==> src/rtl/split_ram_pkg.sv <==
// Shared constants and helpers for the split/concat RAM blocks.
// Buffer depth, pointer widths and the ring-pointer wrap live here.
package split_ram_pkg;

  function automatic int unsigned depth_of(input int unsigned size);
    return size * size;
  endfunction

  // Pointers and occupancy must hold 0..DEPTH inclusive.
  function automatic int unsigned ptr_width_of(input int unsigned size);
    return $clog2(size * size + 1);
  endfunction

  // Index width for addressing exactly DEPTH RAM words.
  function automatic int unsigned idx_width_of(input int unsigned size);
    return (size * size > 1) ? $clog2(size * size) : 1;
  endfunction

  function automatic int unsigned ptr_wrap(input int unsigned ptr, input int unsigned depth);
    return (ptr >= depth - 1) ? 0 : ptr + 1;
  endfunction

endpackage

==> src/rtl/split_ram_bram.sv <==
// Simple dual-port RAM with one write port and a registered read port.
// Contents are intentionally not reset so the array maps onto block RAM.
module split_ram_bram #(
  parameter int DEPTH = 1,
  parameter int AW    = 1,
  parameter int DW    = 8
) (
  input  logic          clk,
  input  logic          wr_en,
  input  logic [AW-1:0] wr_addr,
  input  logic [DW-1:0] wr_data,
  input  logic          rd_en,
  input  logic [AW-1:0] rd_addr,
  output logic [DW-1:0] rd_data
);

  logic [DW-1:0] mem [DEPTH];

  always_ff @(posedge clk) begin
    if (wr_en) mem[wr_addr] <= wr_data;
  end

  always_ff @(posedge clk) begin
    if (rd_en) rd_data <= mem[rd_addr];
  end

endmodule

==> src/rtl/split_ram.sv <==
// Splits a 2C-channel stream: upper half to trunk, lower half ring-buffered for replay.
// Optional sticky protocol error flag built only when SPLIT_RAM_ERR_EN is defined.
module split_ram
  import split_ram_pkg::*;
#(
  parameter int N              = 8,
  parameter int INPUT_CHANNEL  = 1,
  parameter int INPUT_SIZE     = 1,
  parameter int RAM_ADDR_WIDTH = ptr_width_of(INPUT_SIZE)
) (
  input  logic                          clk,
  input  logic                          rst_n,
  input  logic                          din_vld,
  input  logic [2*INPUT_CHANNEL*N-1:0]  din,
  output logic                          trunk_vld,
  output logic [INPUT_CHANNEL*N-1:0]    trunk_dout,
  input  logic                          branch_req,
  output logic                          branch_vld,
  output logic [INPUT_CHANNEL*N-1:0]    branch_dout,
  output logic                          frame_done,
  output logic                          buf_empty,
  output logic                          buf_full,
  output logic                          err
);

  localparam int unsigned DEPTH = depth_of(INPUT_SIZE);
  localparam int          IDX_W = idx_width_of(INPUT_SIZE);
  localparam int          HW    = INPUT_CHANNEL * N;
  localparam int          AW    = RAM_ADDR_WIDTH;

  logic [AW-1:0] wr_ptr;
  logic [AW-1:0] rd_ptr;
  logic [AW-1:0] count;
  logic [AW-1:0] count_next;
  logic [AW-1:0] frm_cnt;
  logic          rd_en_d0;
  logic [HW-1:0] rd_data;
  logic          wr_acc;
  logic          rd_acc;
  logic          is_full;
  logic          is_empty;

  assign is_full  = (count == AW'(DEPTH));
  assign is_empty = (count == '0);
  assign wr_acc   = din_vld && !is_full;
  assign rd_acc   = branch_req && !is_empty;

  always_comb begin
    count_next = count;
    if (wr_acc && !rd_acc)      count_next = count + AW'(1);
    else if (rd_acc && !wr_acc) count_next = count - AW'(1);
  end

  split_ram_bram #(
    .DEPTH (DEPTH),
    .AW    (IDX_W),
    .DW    (HW)
  ) u_bram (
    .clk     (clk),
    .wr_en   (wr_acc),
    .wr_addr (wr_ptr[IDX_W-1:0]),
    .wr_data (din[HW-1:0]),
    .rd_en   (rd_acc),
    .rd_addr (rd_ptr[IDX_W-1:0]),
    .rd_data (rd_data)
  );

  // Trunk path ignores buffer state entirely.
  always_ff @(posedge clk or negedge rst_n) begin
    if (!rst_n) begin
      trunk_vld  <= 1'b0;
      trunk_dout <= '0;
    end else begin
      trunk_vld <= din_vld;
      if (din_vld) trunk_dout <= din[2*HW-1:HW];
    end
  end

  always_ff @(posedge clk or negedge rst_n) begin
    if (!rst_n) begin
      wr_ptr    <= '0;
      rd_ptr    <= '0;
      count     <= '0;
      buf_empty <= 1'b1;
      buf_full  <= 1'b0;
    end else begin
      if (wr_acc) wr_ptr <= AW'(ptr_wrap(32'(wr_ptr), DEPTH));
      if (rd_acc) rd_ptr <= AW'(ptr_wrap(32'(rd_ptr), DEPTH));
      count     <= count_next;
      buf_empty <= (count_next == '0);
      buf_full  <= (count_next == AW'(DEPTH));
    end
  end

  // Replay pipeline: RAM read stage, then output register stage.
  always_ff @(posedge clk or negedge rst_n) begin
    if (!rst_n) begin
      rd_en_d0    <= 1'b0;
      branch_vld  <= 1'b0;
      branch_dout <= '0;
      frm_cnt     <= '0;
      frame_done  <= 1'b0;
    end else begin
      rd_en_d0   <= rd_acc;
      branch_vld <= rd_en_d0;
      frame_done <= 1'b0;
      if (rd_en_d0) begin
        branch_dout <= rd_data;
        frame_done  <= (frm_cnt == AW'(DEPTH - 1));
        frm_cnt     <= AW'(ptr_wrap(32'(frm_cnt), DEPTH));
      end
    end
  end

`ifdef SPLIT_RAM_ERR_EN
  always_ff @(posedge clk or negedge rst_n) begin
    if (!rst_n) begin
      err <= 1'b0;
    end else if ((din_vld && is_full) || (branch_req && is_empty)) begin
      err <= 1'b1;
    end
  end
`else
  assign err = 1'b0;
`endif

endmodule

==> config.mk <==
export PLATFORM = sky130hd
export DESIGN_NAME = split_ram
export DESIGN_NICKNAME = d
export VERILOG_FILES = /design/src/rtl/split_ram_pkg.sv /design/src/rtl/split_ram_bram.sv /design/src/rtl/split_ram.sv
export SDC_FILE = /design/constraint.sdc
export NUM_CORES = 1
export LEC_CHECK = 0
export CAP_MARGIN = 20
export CORE_MARGIN = 8
export CORE_UTILIZATION = 45
export CTS_BUF_LIST = sky130_fd_sc_hd__clkbuf_4 sky130_fd_sc_hd__clkbuf_8
export DETAILED_ROUTE_END_ITERATION = 10
export PLACE_DENSITY = 0.78
export SYNTH_ARGS = -nofsm -noshare
export SYNTH_HDL_FRONTEND = slang
export SYNTH_SLANG_ARGS = --single-unit
==> constraint.sdc <==
create_clock -name clk -period 2.55 [get_ports clk]
set_input_delay 0.765 -clock clk [delete_from_list [all_inputs] [get_ports clk]]
set_output_delay 0.765 -clock clk [all_outputs]
set_load 0.05 [all_outputs]
# Word level (Yosys, flattened, before mapping)
# Memory sizes are Yosys's and may differ from the RTL's. A register that Yosys moved wholly into a read port is not among the register bits.
# Index checks and enable logic that the tools add are counted.
# totals
ff_bits	22
mem_bits_rw	8
out_inout_bits	22
wordCells	24
memories	1
# memory_table
memory	depth	width	rd	rd_clocked_by_memory_dff	write_ports	line	source
u_bram.mem	1	8	1	1	1	split_ram_bram.sv:17	logic [DW-1:0] mem [DEPTH];
# classes
n_addsub	2
n_mux	5
bitwise	1
reduce_logical	7
# ops
operator	count
two-way mux 1 bit	5
logical AND 1 bit	4
logical NOT 1 bit	3
adder 1 bit, second input constant	1
inverter 1 bit	1
subtractor 1 bit, second input constant	1

# Longest topological paths before layout
# Gate-level depths: netlist of the first run.
# depth
ltp_word	7
mapped_depth	3

# By module
# A second synthesis of the first run with hierarchy kept.
# hier_totals
hier_cells	63
hier_area_um2	1325.0
# modules_own_cells
module	instances	cells_each	area_each_um2
split_ram	1	47	844.6
split_ram_bram	1	16	480.5

# Least setup slack after synthesis of the first run
# Ideal clock, no wire load.
# synth_timing
path_kind	register -> output
startpoint	register, netlist name branch_vld
endpoint	output port frame_done
arrival_ns	0.886
path_slack_ns	0.899
stages_incl_launch_ff	2
path_cell_list	dfrtp_1 -> buf_4
# synth_rtl
element	line	source
to (decl)	split_ram.sv:20	output logic frame_done,

# Worst setup path in the final report of the first run
# layout_timing
startpoint	register buf_empty
endpoint	output port buf_empty
# layout_rtl
element	line	source
from (decl)	split_ram.sv:21	output logic buf_empty,
from (signal assigned)	split_ram.sv:90	buf_empty <= (count_next == '0);
# No word-level cell between the ends.

==> impl_metrics.env, run 1 <==
export IMPL_status="finished, final reports clean"
export IMPL_place_ws_ns=0.4922
export IMPL_ff2ff_path_depth=1
export IMPL_crit_arrival_ns=1.66
export IMPL_antenna_found_initial=0
export IMPL_min_to="u_bram.rd_data[5]"
export IMPL_crit_family="buffers and inverters"
export IMPL_die_w_um=70.27
export IMPL_fin_ws_ns=0.1243
export IMPL_yosysSeqAreaShare_pct=76.02
export IMPL_ios=42
export IMPL_rsz0062_at_grt="false"
export IMPL_muxShareOfSynthArea_pct=18.13
export IMPL_post_cts_buffers=0
export IMPL_hp_class="reg -> reg"
export IMPL_cp_slowest_cell="clkdlybuf4s50_1"
export IMPL_cp_end_kind="primary output"
export IMPL_netlist_area_mm2=0.001325
export IMPL_place_hpwl_mm=1.649
export IMPL_period_minus_slack_ns=2.426
export IMPL_setup_tns_ns=0
export IMPL_setup_violations=0
export IMPL_critPathLaunchType="flop"
export IMPL_multiInputGateArea_um2=276.5
export IMPL_drive_above_1_share_pct=25.69
export IMPL_finalClockSkew_ns=0.01198
export IMPL_synth_adder_area_share_pct=0
export IMPL_core_area_mm2=0.002781
export IMPL_tightestPinTransition_ns=0.5169
export IMPL_cellPowerDensity_mw_per_mm2=879.1
export IMPL_regArea_mm2=0.001007
export IMPL_reg2reg_setup_slack_ns=1.38
export IMPL_synthDistinctLibCells=12
export IMPL_drtPass1Iterations=2
export IMPL_rows=19
export IMPL_yosys_area_share_simple_pct=1.511
export IMPL_final_hold_viol_count=0
export IMPL_grt_pass1_vias=786
export IMPL_slowest_delay_ns=0.80
export IMPL_nets=128
export IMPL_vias_per_cell=4.807
export IMPL_slew_violations=0
export IMPL_whs_path_depth=0
export IMPL_synth_top_family_by_area="multiplexers"
export IMPL_clock_sinks=37
export IMPL_hold_buffers=0
export IMPL_vias=673
export IMPL_grt_max_degree=22
export IMPL_vdd_ir_drop_max_mv=0.6929
export IMPL_cts_root_buf="clkbuf_4"
export IMPL_io_buffers=40
export IMPL_drt_iter0_markers=15
export IMPL_min_from="u_bram.mem[0][5]"
export IMPL_routedWlPerCell_um=16.10
export IMPL_p_leak_nw=0.7611
export IMPL_synth_xor_area_share_pct=0
export IMPL_gp_congestion=0.6602
export IMPL_timing_rr_end="u_bram.rd_data[6]"
export IMPL_syn_inst=63
export IMPL_ys_seq_elements=37
export IMPL_final_antenna_net_count=0
export IMPL_cap_violations=0
export IMPL_area_delta_synth_final_pct=37.77
export IMPL_fin_crit_sh_pct=95.13
export IMPL_gr_usage_all_layers_pct=9.673
export IMPL_ys_warnings_count=0
export IMPL_clkTransAtPathRegs_ns=0.11
export IMPL_fmax_mhz=412.2
export IMPL_synth_compound_area_share_pct=0.9443
export IMPL_clockBufferDepth=2
export IMPL_relSlewSlack_pct=65.43
export IMPL_timing_rr_start="count"
export IMPL_finalWirelength_mm=2.254
export IMPL_path_class="reg -> out"
export IMPL_crit_required_ns=1.79
export IMPL_fill_cells=209
export IMPL_ctsResizeCount=0
export IMPL_cts_tree="yes"
export IMPL_fp_dieH_um=70.27
export IMPL_route_detailed_drc=0
export IMPL_htreeDepth=2
export IMPL_cp_max_fo=1
export IMPL_start_util_pct=47.64
export IMPL_grt_pass1_wl_mm=3.732
export IMPL_die_area_mm2=0.004937
export IMPL_crit_path_cell_trace="clkdlybuf4s50_1"
export IMPL_whs_ns=0.4304
export IMPL_num_antenna_cells=0
export IMPL_overflow=0
export IMPL_fin_util_pct=65.63
export IMPL_syn_avg_cell_area_um2=21.03
export IMPL_cts_made_buffers=5
export IMPL_clkLatencyLatePin_ns=0.33
export IMPL_critical_path_buf_inv_count=1
export IMPL_synth_nets=83
-- state kept, by name (all words and copies together) (netlist names) --
| register | count |
|---|---|
| trunk_dout | 8 |
| u_bram.mem | 8 |
| count | 1 |
| branch_dout | 8 |
| branch_vld | 1 |
| trunk_vld | 1 |
| u_bram.rd_data | 8 |
| rd_en_d0 | 1 |
| buf_empty | 1 |
-- synth_stat cells --
library cell  number  area, µm²
buf_4              2      15.01
nor2b_4            1      13.76
mux2_4            16      240.2
buf_6              2      22.52
dfrtp_1           20      500.5
inv_1              1      3.750
dfstp_2            1      26.28
conb_1             1      3.750
and2_1             1      6.260
edfxtp_1          16      480.5
a21oi_1            1      5.000
a21o_1             1      7.510
-- cells in the final DEF (no fill, tap or decap) --
master,Yosys,routed
edfxtp_1,16,16
buf_4,2,2
a21oi_1,1,1
dfstp_2,1,1
dfrtp_1,20,20
clkinv_4,0,1
a21o_1,1,1
clkdlybuf4s50_1,0,40
bufinv_16,0,1
nor2b_4,1,1
mux2_4,16,16
conb_1,1,1
and2_1,1,1
clkbuf_4,0,6
inv_1,1,1
-- power by group --
group	total [mW]	internal, mW	switching [mW]
Combinational	0.458	0.190	0.268
Sequential	0.747	0.702	0.0442
Clock	0.400	0.219	0.181
Total	1.60	1.11	0.493
-- per-stage QoR --
stage | instances | instance area [µm²] | power [mW]
6_report | 140 | 1826 | 1.605
5_1_grt | 140 | 1826 | 1.671
4_1_cts | 140 | 1826 | 1.628
3_5_place_dp | 132 | 1742 | 1.221
3_3_place_gp | 132 | 1742 | 1.214
2_1_floorplan | 63 | 1325 | 1.054
-- metal layers --
layer  track usage (%)  part of all wire (%)  wire [µm]
met5                 0                     0          0
met2             16.00                    51       1158
met1             9.470                    39        880
met3             5.085                   7.7        174
met4             5.357                   1.8         40
-- final cells by class --
cell class / count / share of cell area, %
Multi-Input combinational cell: 21 / 15.15
Timing Repair Buffer: 42 / 22.76
Inverter: 1 / 0.2056
Sequential cell: 37 / 55.18
Clock inverter: 2 / 2.125
Tap cell: 31 / 2.125
Clock buffer: 6 / 2.467
-- cells by family (layout without fill, tap and decap cells) --
group | Yosys count | in the layout
flops | 37 | 37
mux | 16 | 16
buf+inv | 5 | 51
compound gates | 2 | 2
simple gates | 2 | 2
other cells | 1 | 1
-- how the worst max path moves through the flow --
stage          startpoint         end  cells after the start
3_5_place_dp    buf_empty   buf_empty                      1
5_1_grt         buf_empty   buf_empty                      1
3_3_place_gp    buf_empty   buf_empty                      1
2_1_floorplan  branch_vld  frame_done                      1
6_report        buf_empty   buf_empty                      1
4_1_cts         buf_empty   buf_empty                      1
Power figures use the tool's default switching activity.
==> inputs of run 2 (changes only) <==
--- a/config.mk
+++ b/config.mk
@@ -5,7 +5,8 @@
 export SDC_FILE = /design/constraint.sdc
 export NUM_CORES = 1
 export LEC_CHECK = 0
-export CAP_MARGIN = 20
+export ABC_AREA = 0
+export CAP_MARGIN = 15
 export CORE_MARGIN = 8
 export CORE_UTILIZATION = 45
 export CTS_BUF_LIST = sky130_fd_sc_hd__clkbuf_4 sky130_fd_sc_hd__clkbuf_8
==> results of run 2 <==
The final DEF is identical to that of run 1; final timing and power are the same.
